### src/rtl/serpent_lt_pipe.sv
// serpent_lt_pipe: pipelined Serpent linear transform over LANES 128-bit blocks with valid/ready flow control
// Ports: i_clk/i_rst_n (async active-low reset); i_valid/o_ready/i_inv/i_data input beat;
// o_valid/i_ready/o_data output beat; o_busy = any stage holds a beat.
// Optional: define SERPENT_LT_INV_EN to build the per-beat inverse transform selected by i_inv.
module serpent_lt_pipe #(
  parameter int LANES = 1,
  parameter int PIPE_DEPTH = 2
) (
  input  logic                 i_clk,
  input  logic                 i_rst_n,
  input  logic                 i_valid,
  output logic                 o_ready,
  input  logic                 i_inv,
  input  logic [128*LANES-1:0] i_data,
  output logic                 o_valid,
  input  logic                 i_ready,
  output logic [128*LANES-1:0] o_data,
  output logic                 o_busy
);
  localparam int W = 128 * LANES;
  localparam int STEPS = 5;
  function automatic logic [31:0] rol(input logic [31:0] x, input int n);
    return (x << n) | (x >> (32 - n));
  endfunction
  function automatic logic [127:0] lt_step(input logic [127:0] b, input int k, input logic inv);
    logic [31:0] x0, x1, x2, x3;
    {x3, x2, x1, x0} = b;
    if (!inv) begin
      case (k)
        0: begin x0 = rol(x0, 13); x2 = rol(x2, 3); end
        1: begin x1 = x1 ^ x0 ^ x2; x3 = x3 ^ x2 ^ (x0 << 3); end
        2: begin x1 = rol(x1, 1); x3 = rol(x3, 7); end
        3: begin x0 = x0 ^ x1 ^ x3; x2 = x2 ^ x3 ^ (x1 << 7); end
        default: begin x0 = rol(x0, 5); x2 = rol(x2, 22); end
      endcase
    end else begin
      case (k)
        0: begin x2 = rol(x2, 10); x0 = rol(x0, 27); end
        1: begin x2 = x2 ^ x3 ^ (x1 << 7); x0 = x0 ^ x1 ^ x3; end
        2: begin x3 = rol(x3, 25); x1 = rol(x1, 31); end
        3: begin x3 = x3 ^ x2 ^ (x0 << 3); x1 = x1 ^ x0 ^ x2; end
        default: begin x2 = rol(x2, 29); x0 = rol(x0, 19); end
      endcase
    end
    return {x3, x2, x1, x0};
  endfunction
  function automatic logic [W-1:0] stage_f(input logic [W-1:0] x, input int lo, input int hi, input logic inv);
    logic [127:0] b;
    logic [W-1:0] y;
    y = x;
    for (int l = 0; l < LANES; l++) begin
      b = x[128*l +: 128];
      for (int k = 0; k < STEPS; k++)
        if (k >= lo && k < hi) b = lt_step(b, k, inv);
      y[128*l +: 128] = b;
    end
    return y;
  endfunction
  logic [PIPE_DEPTH-1:0] v, adv;
  logic [W-1:0] dq [PIPE_DEPTH];
`ifndef SERPENT_LT_INV_EN
  logic unused_inv;
  assign unused_inv = i_inv;
`endif
  for (genvar g = 0; g < PIPE_DEPTH; g++) begin : g_stage
    // Steps [LO,HI) of the five-step sequence, spread evenly over the stages.
    localparam int LO = g * STEPS / PIPE_DEPTH;
    localparam int HI = (g + 1) * STEPS / PIPE_DEPTH;
    logic vin, iin, sv;
    logic [W-1:0] din, sd;
    if (g == 0) begin : g_head
      assign vin = i_valid;
      assign din = i_data;
`ifdef SERPENT_LT_INV_EN
      assign iin = i_inv;
`endif
    end else begin : g_body
      assign vin = v[g-1];
      assign din = dq[g-1];
`ifdef SERPENT_LT_INV_EN
      assign iin = g_stage[g-1].g_inv.si;
`endif
    end
`ifdef SERPENT_LT_INV_EN
    // The last stage's mode bit has no consumer, so it is only kept where a later stage reads it.
    if (g < PIPE_DEPTH - 1) begin : g_inv
      logic si;
      always_ff @(posedge i_clk or negedge i_rst_n)
        if (!i_rst_n) si <= 1'b0;
        else if (adv[g] && vin) si <= iin;
    end
`else
    assign iin = 1'b0;
`endif
    // A stage may move when any stage from here to the output is empty or the output is taken.
    assign adv[g] = i_ready | ~(&v[PIPE_DEPTH-1:g]);
    always_ff @(posedge i_clk or negedge i_rst_n)
      if (!i_rst_n) begin
        sv <= 1'b0;
        sd <= '0;
      end else if (adv[g]) begin
        sv <= vin;
        if (vin) sd <= stage_f(din, LO, HI, iin);
      end
    assign v[g] = sv;
    assign dq[g] = sd;
  end
  assign o_ready = adv[0];
  assign o_valid = v[PIPE_DEPTH-1];
  assign o_data = dq[PIPE_DEPTH-1];
  assign o_busy = |v;
endmodule
### config.mk
export PLATFORM = sky130hd
export DESIGN_NAME = serpent_lt_pipe
export DESIGN_NICKNAME = d
export VERILOG_FILES = /design/src/rtl/serpent_lt_pipe.sv
export SDC_FILE = /design/constraint.sdc
export NUM_CORES = 1
export LEC_CHECK = 0
export CAP_MARGIN = 20
export CORE_MARGIN = 1
export CORE_UTILIZATION = 51
export CTS_CLUSTER_DIAMETER = 80
export DETAILED_ROUTE_END_ITERATION = 6
export HOLD_SLACK_MARGIN = 0.02
export MAX_ROUTING_LAYER = met4
export PLACE_DENSITY = 0.85
export SLEW_MARGIN = 20
export SYNTH_ARGS = -nofsm -noshare
export SYNTH_HDL_FRONTEND = slang
export SYNTH_SLANG_ARGS = --single-unit
### constraint.sdc
create_clock -name i_clk -period 1.62 [get_ports i_clk]
set_input_delay 0.324 -clock i_clk [delete_from_list [all_inputs] [get_ports i_clk]]
set_output_delay 0.324 -clock i_clk [all_outputs]
set_load 0.01 [all_outputs]
==> run metrics, run 1 <==
IO Port Bufs=262; Clock Sinks=258; kind of critical path=flip-flop to output pin; worst-path maximum fanout=4; slowest CP cell=dfrtp_1; buffers plus inverters on the worst setup path=2; Placer Congestion=between 0.8 and 0.9; Rel. slew slack=64.3%; CTS Buf Count=27; setup tns final=-44.9 ps; Max Slew Vio Count=0; I/O pin total=between 200 and 300; area of the multi-input gates=5500 um2; Final #Nets=around 1300; CTS H-tree lvls=1; dpl ws=-283 ps; ys async rst share=100%; Critical Path RT=around 1300 ps; Placement Rows=56; core region area=about 24000 um2; Starting Density=52.2%; post-DP HPWL=22000 um; CTS max path bufs=3; most frequent cell after synthesis=dfrtp_1; All-Layer GR Usage=approximately a quarter; n_diodes=0; FF+latch count, synth=258; Yosys warnings=0; max_cap viols=0; Most used DFF post-synth=dfrtp_1; critical path's most frequent cell=buf_6; CP top delay family=flip-flops; drt pass-1 iters=4; wire per inst=19.9 um; failing checks=setup timing; Gate Count Post-Synth=approximately 800; Post-synth EDFFs=0; post-synthesis sequential area ratio=52.4%; via/cell ratio=4.99; worst skew pair latency=520 ps; minimum clock period=approximately 1700 ps; Area Overhead vs Synth=33.0%; Worst Hold Class=input port to async pin; final period utilization=102%; CP Capture Type=output pin; CTS clk-pin slew, worst paths=approximately 60 ps; drc violations=0; vias in the first global route=7804; number of routed nets with antenna violations=0; share of cells above drive strength 1=approximately 33%; synth unique cells=14; worst-path cell chain=buf_6 > nand3b_4 > buf_6; first-pass GRT wire length=44700 um; Synth Area per Inst=15.5 um2; Startpoint Class=flip-flop; IR drop worst, VDD=around 0.9 mV; RSZ-0062 raised after global routing=true; Finish-stage setup viols=2; leak pwr=between 7 and 8 nW; Pwr Density=1490 nW/um2; Max Clk Rate=603 MHz; total routed wirelength=29200 um; status=complete, but fails checks; total grt overflow=0; cell taking the most area after synthesis=dfrtp_1; most instantiated cells after synthesis=dfrtp_1 (258), xnor2_1 (236), mux2_2 (154); Die X-Extent=158 um; Inst Count DP=1416; slowest stage delay, CP=420 ps; Fin. Hold Viols=0; hold_ws=345 ps; cell area after synthesis=12300 um2; final cell count without fillers=1469; Mapped Nets=928; Die Height=158 um; final worst setup slack=-38.1 ps; routed via count=7326; CP Data Arrival Time=between 1000 and 1500 ps; Fillers=1684; CTS root buf=clkbuf_16; drt first-iter violations=234; initial antenna violation count=0; CTS tree=done; pin count of the biggest net entering global routing=between 60 and 70; Die ar.=24800 um2; Register Area=6460 um2; Pwr Total=24.5 mW; worst clock skew=7.10 ps; Slew @ Worst Pin=between 500 and 600 ps; top cells by area, synth=dfrtp_1 (52%), xnor2_1 (17%), mux2_2 (14%); post-synth top area share=between 50% and 60%
-- routing by layer --
layer	vias up	track usage [%]	share of wire [%]	wire (um)
met5	-	-	0	0
met4	0	5.96	2.3	680
met3	49	3.77	5.0	1450
met2	206	40.6	49	14300
met1	3719	32.5	44	12800
li1	3352	-	-	-
-- flip-flops by register name, summed over array words and instances (netlist names) --
register    count
g_stage.sd    128
o_data        128
g_stage.sv      1
o_valid         1
-- final timing paths --
| path | from | to | slack, ps | depth (start not counted) |
|---|---|---|---|---|
| setup reg to reg | o_valid$_DFFE_PN0P_ | g_stage[0].sd[107]$_DFFE_PN0P_ | 20 | 5 |
| setup / recovery | o_valid$_DFFE_PN0P_ | o_ready | -40 | 3 |
| min in group i_clk | i_data[16] | g_stage[0].sd[29]$_DFFE_PN0P_ | 480 | 2 |
| max in group asynchronous | i_rst_n | g_stage[0].sd[17]$_DFFE_PN0P_ | 620 | 3 |
| hold / removal | i_rst_n | o_data[85]$_DFFE_PN0P_ | 340 | 2 |
| hold reg to reg | o_data[117]$_DFFE_PN0P_ | o_data[117]$_DFFE_PN0P_ | 500 | 1 |
-- placed cells by master (no fill, tap or decap), types with 10 or more instances in the layout --
cell	count
buf_12	12
mux2_4	100
dlygate4sd2_1	129
buf_4	58
dfrtp_1	258
xor2_1	10
xnor2_1	236
clkdlybuf4s50_1	130
mux2_2	154
clkbuf_16	27
-- what timing repair did --
| action | CTS | global route |
|---|---|---|
| endpoints found under the hold margin | 51 | 0 |
| pin swaps | 0 | 1 |
| setup endpoints to repair | 131 | 6 |
| setup buffers | 1 | 2 |
| hold buffers | 1 | 0 |
| gates resized for setup | 138 | 4 |
-- power breakdown --
| part | switching [mW] | leakage (nW) | total (mW) | internal, mW |
|---|---|---|---|---|
| sequential | 1.70 | 3.01 | 10.2 | 8.50 |
| clock | 2.49 | 0.437 | 6.10 | 3.61 |
| combinational | 3.23 | 3.66 | 8.17 | 4.93 |
-- area by class of cell --
cell class	instances	area share, %
clock buffers	39	4.70
flip-flops and latches	258	39.4
well taps	319	2.43
multi-input cells	509	33.5
repair buffers	334	19.3
clock inverters	10	0.633
-- cells by family after synthesis --
logic type	synth area share, %
XOR/XNOR	17.5
buffers and inverters	3.31
flip-flops	52.4
AND/OR/NAND/NOR	0.446
multiplexers	26.4
-- worst reg2reg max path, cell delays in order (launching register included) --
cell	delay, ps
dfrtp_1	420
buf_6	130
nand3b_4	120
nand2_8	170
buf_12	260
mux2_2	380
-- per-stage QoR --
step / area (um2) / utilization [%]
finish: 16400 / 69.4
global route: 16400 / 69.4
global placement: 15600 / 66.2
CTS: 16400 / 69.3
detailed placement: 15600 / 66.2
floorplan: 12300 / -
No activity file was read; power rests on OpenSTA's default activity.
==> inputs of run 2 (changes only) <==
Settings changed: CAP_MARGIN 20 to 40.
==> results of run 2 <==
Final layout, timing and power as in run 1 (identical DEF).
